## src/rtl/hazard_ctrl_if.sv

```systemverilog
// ----------------------------------------------------------------------------
// hazard_ctrl_if
// Groups the hazard-detection inputs and the pipeline-control outputs of
// hazard_ctrl. The pipeline side uses the master modport, and hazard_ctrl
// uses the slave modport.
//   id_rs_i / id_rt_i / id_uses_rt_i : source fields of the instruction in ID
//   ex_memread_i / ex_rt_i           : load in EX and its destination
//   branch_taken_i / jump_i          : control-flow redirect resolved in ID
//   dmem_busy_i                      : data memory still busy this cycle
//   pc_write_o .. exmem_hold_o       : pipeline register controls
//   state_o                          : 0=RUN, 1=FLUSH, 2=DMEM_WAIT
//   stall_cnt_o / flush_cnt_o        : saturating performance counters
// ----------------------------------------------------------------------------
interface hazard_ctrl_if #(
    parameter int CNT_W = 16
);
    logic [4:0]       id_rs_i;
    logic [4:0]       id_rt_i;
    logic             id_uses_rt_i;
    logic             ex_memread_i;
    logic [4:0]       ex_rt_i;
    logic             branch_taken_i;
    logic             jump_i;
    logic             dmem_busy_i;
    logic             pc_write_o;
    logic             ifid_hold_o;
    logic             ifid_flush_o;
    logic             idex_bubble_o;
    logic             exmem_hold_o;
    logic [1:0]       state_o;
    logic [CNT_W-1:0] stall_cnt_o;
    logic [CNT_W-1:0] flush_cnt_o;

    modport master (
        output id_rs_i, id_rt_i, id_uses_rt_i, ex_memread_i, ex_rt_i,
               branch_taken_i, jump_i, dmem_busy_i,
        input  pc_write_o, ifid_hold_o, ifid_flush_o, idex_bubble_o,
               exmem_hold_o, state_o, stall_cnt_o, flush_cnt_o
    );

    modport slave (
        input  id_rs_i, id_rt_i, id_uses_rt_i, ex_memread_i, ex_rt_i,
               branch_taken_i, jump_i, dmem_busy_i,
        output pc_write_o, ifid_hold_o, ifid_flush_o, idex_bubble_o,
               exmem_hold_o, state_o, stall_cnt_o, flush_cnt_o
    );
endinterface

```

## src/rtl/hazard_ctrl.sv

```systemverilog
// ----------------------------------------------------------------------------
// hazard_ctrl
// Pipeline control unit for the 5-stage core. It handles load-use stalls,
// data-memory wait freezes and branch/jump flushes with the fixed priority
// dmem_busy > load-use > branch/jump. It also keeps saturating counts of
// stall cycles and flush cycles.
// Ports:
//   clk_i  : clock; all state updates on the rising edge
//   rst_i  : asynchronous active-low reset; control outputs are forced while low
//   bus    : hazard_ctrl_if.slave (hazard inputs, control outputs, counters)
// Parameters:
//   BRANCH_PENALTY : IF/ID flush cycles per taken branch/jump (1..4)
//   CNT_W          : width of the performance counters
// ----------------------------------------------------------------------------
module hazard_ctrl #(
    parameter int BRANCH_PENALTY = 1,
    parameter int CNT_W          = 16
) (
    input  logic          clk_i,
    input  logic          rst_i,
    hazard_ctrl_if.slave  bus
);
    typedef enum logic [1:0] {
        RUN       = 2'd0,
        FLUSH     = 2'd1,
        DMEM_WAIT = 2'd2
    } state_t;

    localparam logic [2:0] PEN_M1 = 3'(BRANCH_PENALTY - 1);

    state_t           r_state, w_next_state;
    logic [2:0]       r_rem, w_next_rem;
    logic [CNT_W-1:0] r_stall_cnt, r_flush_cnt;
    logic             w_lu;
    logic             w_pc_write, w_ifid_hold, w_ifid_flush;
    logic             w_idex_bubble, w_exmem_hold;

    // $zero is never a real dependency; rt counts only when the ID op reads it.
    assign w_lu = bus.ex_memread_i && (bus.ex_rt_i != 5'd0) &&
                  ((bus.ex_rt_i == bus.id_rs_i) ||
                   (bus.id_uses_rt_i && (bus.ex_rt_i == bus.id_rt_i)));

    always_comb begin
        w_next_state  = r_state;
        w_next_rem    = r_rem;
        w_pc_write    = 1'b1;
        w_ifid_hold   = 1'b0;
        w_ifid_flush  = 1'b0;
        w_idex_bubble = 1'b0;
        w_exmem_hold  = 1'b0;
        if (!rst_i) begin
            w_pc_write    = 1'b0;
            w_ifid_flush  = 1'b1;
            w_idex_bubble = 1'b1;
            w_next_state  = RUN;
            w_next_rem    = '0;
        end else if (bus.dmem_busy_i) begin
            // The freeze pattern applies in every state. A flush sequence
            // in progress is paused rather than abandoned.
            w_pc_write   = 1'b0;
            w_ifid_hold  = 1'b1;
            w_exmem_hold = 1'b1;
            w_next_state = (r_state == FLUSH) ? FLUSH : DMEM_WAIT;
        end else if (r_state == FLUSH) begin
            // Wrong-path cycles: hazards and redirects seen here are ignored.
            w_ifid_flush = 1'b1;
            w_next_rem   = r_rem - 3'd1;
            if (r_rem == 3'd1)
                w_next_state = RUN;
        end else begin
            // RUN, or DMEM_WAIT with the wait just finished (no dead cycle).
            w_next_state = RUN;
            if (w_lu) begin
                w_pc_write    = 1'b0;
                w_ifid_hold   = 1'b1;
                w_idex_bubble = 1'b1;
            end else if (bus.branch_taken_i || bus.jump_i) begin
                w_ifid_flush = 1'b1;
                if (PEN_M1 != '0) begin
                    w_next_state = FLUSH;
                    w_next_rem   = PEN_M1;
                end
            end
        end
    end

    always_ff @(posedge clk_i or negedge rst_i) begin
        if (!rst_i) begin
            r_state     <= RUN;
            r_rem       <= '0;
            r_stall_cnt <= '0;
            r_flush_cnt <= '0;
        end else begin
            r_state <= w_next_state;
            r_rem   <= w_next_rem;
            if (!w_pc_write && (r_stall_cnt != '1))
                r_stall_cnt <= r_stall_cnt + CNT_W'(1);
            if (w_ifid_flush && (r_flush_cnt != '1))
                r_flush_cnt <= r_flush_cnt + CNT_W'(1);
        end
    end

    assign bus.pc_write_o    = w_pc_write;
    assign bus.ifid_hold_o   = w_ifid_hold;
    assign bus.ifid_flush_o  = w_ifid_flush;
    assign bus.idex_bubble_o = w_idex_bubble;
    assign bus.exmem_hold_o  = w_exmem_hold;
    assign bus.state_o       = r_state;
    assign bus.stall_cnt_o   = r_stall_cnt;
    assign bus.flush_cnt_o   = r_flush_cnt;
endmodule

```

## src/flat_wrapper.sv

```systemverilog
// flat-port wrapper written by rule: the top's interface ports become plain ports
module hazard_ctrl_flat 
#(
    parameter int BRANCH_PENALTY = 1,
    parameter int CNT_W          = 16
)
  (clk_i, rst_i, bus_id_rs_i, bus_id_rt_i, bus_id_uses_rt_i, bus_ex_memread_i, bus_ex_rt_i, bus_branch_taken_i, bus_jump_i, bus_dmem_busy_i, bus_pc_write_o, bus_ifid_hold_o, bus_ifid_flush_o, bus_idex_bubble_o, bus_exmem_hold_o, bus_state_o, bus_stall_cnt_o, bus_flush_cnt_o);
  hazard_ctrl_if #(.CNT_W(CNT_W)) bus_i ();
  input  logic clk_i;
  input  logic rst_i;
  input wire logic [$bits(bus_i.id_rs_i)-1:0] bus_id_rs_i;
  input wire logic [$bits(bus_i.id_rt_i)-1:0] bus_id_rt_i;
  input wire logic [$bits(bus_i.id_uses_rt_i)-1:0] bus_id_uses_rt_i;
  input wire logic [$bits(bus_i.ex_memread_i)-1:0] bus_ex_memread_i;
  input wire logic [$bits(bus_i.ex_rt_i)-1:0] bus_ex_rt_i;
  input wire logic [$bits(bus_i.branch_taken_i)-1:0] bus_branch_taken_i;
  input wire logic [$bits(bus_i.jump_i)-1:0] bus_jump_i;
  input wire logic [$bits(bus_i.dmem_busy_i)-1:0] bus_dmem_busy_i;
  output wire logic [$bits(bus_i.pc_write_o)-1:0] bus_pc_write_o;
  output wire logic [$bits(bus_i.ifid_hold_o)-1:0] bus_ifid_hold_o;
  output wire logic [$bits(bus_i.ifid_flush_o)-1:0] bus_ifid_flush_o;
  output wire logic [$bits(bus_i.idex_bubble_o)-1:0] bus_idex_bubble_o;
  output wire logic [$bits(bus_i.exmem_hold_o)-1:0] bus_exmem_hold_o;
  output wire logic [$bits(bus_i.state_o)-1:0] bus_state_o;
  output wire logic [$bits(bus_i.stall_cnt_o)-1:0] bus_stall_cnt_o;
  output wire logic [$bits(bus_i.flush_cnt_o)-1:0] bus_flush_cnt_o;
  assign bus_i.id_rs_i = bus_id_rs_i;
  assign bus_i.id_rt_i = bus_id_rt_i;
  assign bus_i.id_uses_rt_i = bus_id_uses_rt_i;
  assign bus_i.ex_memread_i = bus_ex_memread_i;
  assign bus_i.ex_rt_i = bus_ex_rt_i;
  assign bus_i.branch_taken_i = bus_branch_taken_i;
  assign bus_i.jump_i = bus_jump_i;
  assign bus_i.dmem_busy_i = bus_dmem_busy_i;
  assign bus_pc_write_o = bus_i.pc_write_o;
  assign bus_ifid_hold_o = bus_i.ifid_hold_o;
  assign bus_ifid_flush_o = bus_i.ifid_flush_o;
  assign bus_idex_bubble_o = bus_i.idex_bubble_o;
  assign bus_exmem_hold_o = bus_i.exmem_hold_o;
  assign bus_state_o = bus_i.state_o;
  assign bus_stall_cnt_o = bus_i.stall_cnt_o;
  assign bus_flush_cnt_o = bus_i.flush_cnt_o;
  hazard_ctrl #(.BRANCH_PENALTY(BRANCH_PENALTY), .CNT_W(CNT_W)) u_core (.clk_i(clk_i), .rst_i(rst_i), .bus(bus_i));
endmodule
```

## config.mk

```make
export PLATFORM = sky130hd
export DESIGN_NAME = hazard_ctrl_flat
export DESIGN_NICKNAME = d
export VERILOG_FILES = /design/src/rtl/hazard_ctrl_if.sv /design/src/rtl/hazard_ctrl.sv /design/src/flat_wrapper.sv
export SDC_FILE = /design/constraint.sdc
export NUM_CORES = 1
export LEC_CHECK = 0
export BUFFER_PORTS_ARGS = -buffer_cell sky130_fd_sc_hd__buf_2
export CAP_MARGIN = 20
export CORE_AREA = 2 2 62 79
export DETAILED_ROUTE_END_ITERATION = 16
export DIE_AREA = 0 0 64 81
export PLACE_DENSITY_LB_ADDON = 0.08
export SKIP_CTS_REPAIR_TIMING = 1
export SLEW_MARGIN = 20
export SYNTH_ARGS = -nofsm -noshare
export SYNTH_HDL_FRONTEND = slang
export SYNTH_SLANG_ARGS = --single-unit
```

## constraint.sdc

```tcl
create_clock -name clk_i -period 2.3 [get_ports clk_i]
set_clock_uncertainty 0.1 [all_clocks]
set_input_delay 0.46 -clock clk_i [delete_from_list [all_inputs] [get_ports clk_i]]
set_output_delay 0.46 -clock clk_i [all_outputs]
set_load 0.05 [all_outputs]
```

* Word-level counts from Yosys, hierarchy flattened
Index checks and enable logic that the tools add are counted.
** Storage, ports and cells
- Register bits :: 37
- Latch bits :: 0
- RAM bits :: 0
- ROM bits :: 0
- Bits of input ports :: 22
- Logic and storage cells :: 51
- Memories kept :: 0
** Cells by class
- Add/sub/neg operators :: 3
- Multipliers :: 0
- Div/mod/pow operators :: 0
- $lt $le $gt $ge :: 0
- Eq/ne operators :: 9
- Shift operators :: 0
- Mux-type cells :: 25
- Bitwise operators :: 0
- Reduce and logical (&&, ||, !) cells :: 10
** Operator list (number)
- $add 16x1->16 const B :: 2
- $ne 16x16->1 const B :: 2
- $mux 1 :: 17
- $eq 5x5->1 :: 2
- $mux 2 :: 5
- $mux 3 :: 3
- $logic_and 1x1->1 :: 5
- $reduce_bool 5->1 :: 1
- $ne 4x4->1 const B :: 1
- $eq 3x1->1 const B :: 1
- $sub 3x1->3 const B :: 1
- $eq 2x1->1 const B :: 1
- $logic_or 1x1->1 :: 2
- $ne 2x1->1 const B :: 1
- $ne 2x2->1 const B :: 1
- $reduce_and 2->1 :: 1
- $logic_not 1->1 :: 1

* Depth between registers and ports, before layout
- Depth after elaboration :: 10
- Depth in mapped cells :: 8
- Mapped depth without buffers :: 7

* Least setup slack after synthesis
Ideal clock, no wire load.
- Path type :: input port to output port
- Start point :: in bus_ex_rt_i[0]
- End point :: out bus_ifid_flush_o
- Data arrival time :: 2.451 ns
- Required time :: 1.740 ns
- Path slack :: -0.711 ns
- Stages on the path :: 4
- Path buffers :: 0
- Cell sequence :: or4_1 -> o21a_1 -> and2_1 -> o21ai_0
** Between the ends
- Word-level cells in the longest chain between the ends :: 8
** Ends and longest elaborated chain
- start, declared :: line flat_wrapper.sv:15 : input wire logic [$bits(bus_i.ex_rt_i)-1:0] bus_ex_rt_i;
- $eq 5x5->1 :: line hazard_ctrl.sv:41 : (bus.id_uses_rt_i && (bus.ex_rt_i == bus.id_rt_i)));
- $logic_and 1x1->1 :: line hazard_ctrl.sv:41
- $logic_or 1x1->1 :: line hazard_ctrl.sv:40 : ((bus.ex_rt_i == bus.id_rs_i) ||
- $logic_and 1x1->1 (*) :: line hazard_ctrl.sv:39 : assign w_lu = bus.ex_memread_i && (bus.ex_rt_i != 5'd0) &&
- $mux 1 (*) :: line hazard_ctrl.sv:73 : if (w_lu) begin
- $mux 1 (*) :: line hazard_ctrl.sv:64 : end else if (r_state == FLUSH) begin
- $mux 1 (*) :: line hazard_ctrl.sv:57 : end else if (bus.dmem_busy_i) begin
- $mux 1 (*) :: line hazard_ctrl.sv:51 : if (!rst_i) begin
- end, declared :: line flat_wrapper.sv:21 : output wire logic [$bits(bus_i.ifid_flush_o)-1:0] bus_ifid_flush_o;
Mark *: on every way between the ends. The rest lies on a longest branch, timed or not.

* Worst setup path in the final report
- Start point :: in bus_ex_rt_i[3]
- End point :: out bus_pc_write_o
** Between the ends
- Word-level cells in the longest chain between the ends :: 8
** Ends and longest elaborated chain
- $eq 5x5->1 :: line hazard_ctrl.sv:41
- $logic_and 1x1->1 :: line hazard_ctrl.sv:41
- $logic_or 1x1->1 :: line hazard_ctrl.sv:40
- $logic_and 1x1->1 (*) :: line hazard_ctrl.sv:39
- $mux 1 (*) :: line hazard_ctrl.sv:73
- $mux 1 (*) :: line hazard_ctrl.sv:64
- $mux 1 (*) :: line hazard_ctrl.sv:57
- $mux 1 (*) :: line hazard_ctrl.sv:51
- end, declared :: line flat_wrapper.sv:19 : output wire logic [$bits(bus_i.pc_write_o)-1:0] bus_pc_write_o;
Marked as above.

==> summary.log <==
INFO  status         violations=negative setup slack
INFO  logic_synthesis syn_area=1980µm²
INFO  logic_synthesis synth_compound_area_frac=0.0625
INFO  floorplan      core.rowCount=28
INFO  logic_synthesis synth_area_leader_cell=sky130_fd_sc_hd__dfrtp_1
INFO  setup_path     critPathKind=input pin to output pin
INFO  setup_path     worst-path-max-fanout=4
INFO  setup_path     element_type_at_the_critical_path_end=output pin
INFO  logic_synthesis synth_top_cells_by_count=sky130_fd_sc_hd__dfrtp_1, sky130_fd_sc_hd__xnor2_1, sky130_fd_sc_hd__xor2_1
INFO  timing         fin_worst_hold_slack=0.00884ns
INFO  timing         period_needed=2.44ns
INFO  logic_synthesis mappedNetlistNets=216
INFO  floorplan      starting_utilization_of_the_core_area=0.439
INFO  logic_synthesis synth_adder_area_share=0.0253
INFO  setup_path     reg2regPathDepth=6
INFO  clocking       cts_root_buf=sky130_fd_sc_hd__clkbuf_8
INFO  setup_path     setup.worst_path.start_class=input pin
INFO  pwr            irDropWorstVdd=0.531mV
INFO  setup_path     rr_endpoint=u_core.bus.stall_cnt_o[1]$_DFFE_PN0P_
INFO  global_routing number_of_antenna_violations_at_the_first_check_in_global_routing=0
INFO  floorplan      die_area=5180µm²
INFO  setup_path     reg2reg_setup_slack=0.21ns
INFO  global_routing track_usage=0.172
INFO  pwr            leakagePower=1.25nW
INFO  timing         setup_slack=-0.136ns
INFO  clocking       clkLatencyLatePin=0.29ns
INFO  clocking       cts_max_level=2
INFO  timing         max_transition_margin=0.713
INFO  route          ant_nets=0
INFO  route          first_pass_iters=4
INFO  setup_path     critPathArrivalTime=1.88ns
INFO  layout         final_cells=335
INFO  global_routing pin_count_of_the_biggest_net_entering_global_routing=31
INFO  logic_synthesis yosys.area.top_type_share=0.467
INFO  logic_synthesis synth_top_flop_cell=sky130_fd_sc_hd__dfrtp_1
INFO  logic_synthesis synth_xor_xnor_area_share=0.181
INFO  setup_path     critical_path_most_common_cell=sky130_fd_sc_hd__buf_6
INFO  clocking       cts_sinks=37
INFO  pwr            power_density=1000nW/µm²
INFO  global_routing number_of_global_route_vias_before_repair=1614
INFO  layout         diodes=0
INFO  global_routing grt_overflow=0
INFO  logic_synthesis synth.yosys.seq_area_share=0.467
INFO  layout         final_layout_size_suffix_gt1_frac=0.396
INFO  logic_synthesis post_synth_and_or_nand_nor_area_fraction=0.220
INFO  clocking       cts_buffers=5
INFO  layout         utilization=0.602
INFO  clocking       max-clock-path-buffers=2
INFO  placed_design  dp.cells=326
INFO  timing         timing.final.setup_violations=4
INFO  timing         final_hold_viol_count=0
INFO  route          routed_wl=4360µm
INFO  setup_path     worstPathBufferInverterCount=2
INFO  setup_path     crit-reg2reg-launch=u_core.bus.stall_cnt_o[6]$_DFFE_PN0P_
INFO  logic_synthesis synth_enable_flop_cells=0
INFO  logic_synthesis synth.most_common_cell=sky130_fd_sc_hd__dfrtp_1
INFO  setup_path     cpLargestDelayFamily=compound AO/OA/AOI/OAI gates
INFO  status         outcome=finished with violations
INFO  layout         finish.net_count=300
INFO  timing         fmaxAchievable=0.410GHz
INFO  layout         syn_to_final_growth=37.3%
INFO  layout         fill_cell_total_of_the_finished_layout=400
INFO  placed_design  detailedPlacementHpwl=3280µm
INFO  clocking       tritoncts=done
INFO  floorplan      ioPinCount=61
INFO  worst_hold_path worst_min_delay_path_class=input pin to async pin
INFO  logic_synthesis post_synth_mux_area_share=0.0189
INFO  global_routing grt_pass1_wl=7030µm
INFO  setup_path     cp_slowest_stage_delay=0.52ns
INFO  route          viasPerCell=5.03
INFO  setup_path     critical_path.cell_chain=buf_6 > or4_4 > o21a_4 > a311oi_4 > buf_6
INFO  logic_synthesis synth.yosys.warnings=0
INFO  route          drt_iter0_markers=81
INFO  route          dr_total_vias=1684
INFO  floorplan      die_width=64µm
INFO  logic_synthesis syn-mean-instance-area=10.4µm²
INFO  timing         worst-slew-pin-transition=0.426ns
INFO  clocking       clk_pin_slew_worst_paths=0.07ns
INFO  placed_design  placement.setup.worst_slack=-0.203ns
INFO  timing         timing_max_transition_violations_final=0
INFO  floorplan      floorplan.die.height=81µm
INFO  route          drc=0
INFO  timing         finalCritPeriodShare=1.06
INFO  placed_design  routabilityCongestion=0.756
INFO  logic_synthesis synth_cells=190
INFO  timing         rsz_0062_raised_after_global_routing=yes
INFO  floorplan      core_area=4520µm²
INFO  placed_design  port-buffer-count=60
INFO  route          wire_per_inst=13.0µm
INFO  setup_path     critical_path_cell_with_the_highest_stage_delay=sky130_fd_sc_hd__or4_4
INFO  logic_synthesis synth_top_family_by_area=simple AND/OR/NAND/NOR gates
INFO  logic_synthesis async_flop_share=1.00
INFO  setup_path     worstPathRequired=1.74ns
INFO  logic_synthesis ys_types=34
INFO  job            timing.max_cap.violations=0
INFO  logic_synthesis synth.top_cells.by_area=sky130_fd_sc_hd__dfrtp_1, sky130_fd_sc_hd__xnor2_1, sky130_fd_sc_hd__xor2_1
INFO  logic_synthesis ys_seq_elements=37
==> area by class of cell <==
type	instances	area, µm²	area share
multi-input combinational	143	1080	0.397
sequential	37	928	0.341
timing repair buffer	81	495	0.182
clock buffer	6	82.6	0.0303
tap	60	75.1	0.0276
clock inverter	2	37.5	0.0138
inverter	6	22.5	0.00828
==> where the power goes <==
part | switching, W | internal (W) | total (W)
Clock | 0.000244 | 0.000353 | 0.000597
Combinational | 0.000806 | 0.000359 | 0.00117
Sequential | 0.000166 | 0.000804 | 0.000970
==> sequential cells by signal, summed over array words and instances, names as in the netlist <==
| name | count |
|---|---|
| u_core.bus.stall_cnt_o | 16 |
| u_core.r_rem | 3 |
| u_core.bus.state_o | 2 |
| u_core.bus.flush_cnt_o | 16 |
==> per-layer routing <==
| layer | part of all wire | wire length, µm | vias to the layer above | global-route usage |
|---|---|---|---|---|
| met5 | 0 | 0 | - | 0 |
| met4 | 0.0087 | 38 | 0 | 0.0783 |
| met3 | 0.050 | 218 | 4 | 0.0388 |
| met2 | 0.51 | 2210 | 51 | 0.295 |
| met1 | 0.43 | 1890 | 796 | 0.205 |
| li1 | - | - | 833 | - |
==> metrics by stage <==
step	TNS [ns]	instance area, µm²	power (W)
floorplan	-0.206	2010	0.00181
CTS	-0.791	2630	0.00275
finish	-0.236	2720	0.00273
detailed placement	-2.24	2510	0.00215
global route	-0.449	2720	0.00288
global placement	-2.04	2510	0.00213
==> worst max path at each step <==
stage	startpoint	to	slack, ns	cells past startpoint
after floorplan	bus_ex_rt_i[0]	bus_ifid_flush_o	-0.09	4
after global placement	bus_ex_rt_i[0]	bus_pc_write_o	-0.20	5
after detailed placement	bus_ex_rt_i[0]	bus_ifid_hold_o	-0.20	7
after CTS	bus_ex_rt_i[0]	bus_ifid_hold_o	-0.21	7
after global routing	bus_ex_rt_i[3]	bus_pc_write_o	-0.16	5
final	bus_ex_rt_i[3]	bus_pc_write_o	-0.14	5
==> cells by family after synthesis <==
group	after synthesis
AOI/OAI and AO/OA	16
muxes	3
and+or+nand+nor	79
adders and majority gates	4
buffers and inverters	10
DFF	37
xor gates and xnor gates	41
==> layout by cell type, fill, tap and decap left out, types with 2 or more instances in the layout <==
| cell type | Yosys | final |
|---|---|---|
| sky130_fd_sc_hd__xnor2_1 | 24 | 24 |
| sky130_fd_sc_hd__nor3b_1 | 5 | 5 |
| sky130_fd_sc_hd__and2_1 | 6 | 5 |
| sky130_fd_sc_hd__clkbuf_8 | 0 | 6 |
| sky130_fd_sc_hd__nand3_1 | 10 | 10 |
| sky130_fd_sc_hd__o21ai_0 | 5 | 3 |
| sky130_fd_sc_hd__dfrtp_1 | 37 | 35 |
| sky130_fd_sc_hd__nand4_1 | 12 | 12 |
| sky130_fd_sc_hd__inv_1 | 6 | 6 |
| sky130_fd_sc_hd__o211ai_1 | 2 | 2 |
| sky130_fd_sc_hd__and4_1 | 3 | 2 |
| sky130_fd_sc_hd__and3_1 | 6 | 6 |
| sky130_fd_sc_hd__nor2_1 | 10 | 10 |
| sky130_fd_sc_hd__ha_1 | 4 | 4 |
| sky130_fd_sc_hd__nor4b_2 | 0 | 2 |
| sky130_fd_sc_hd__dfrtp_2 | 0 | 2 |
| sky130_fd_sc_hd__buf_2 | 1 | 54 |
| sky130_fd_sc_hd__nand2_1 | 12 | 11 |
| sky130_fd_sc_hd__a211oi_1 | 2 | 2 |
| sky130_fd_sc_hd__nor3_1 | 9 | 9 |
| sky130_fd_sc_hd__xor2_1 | 17 | 17 |
| sky130_fd_sc_hd__buf_4 | 1 | 21 |
| sky130_fd_sc_hd__buf_6 | 1 | 6 |
| sky130_fd_sc_hd__mux2_2 | 2 | 2 |
No activity file was read; power rests on OpenSTA's default activity.
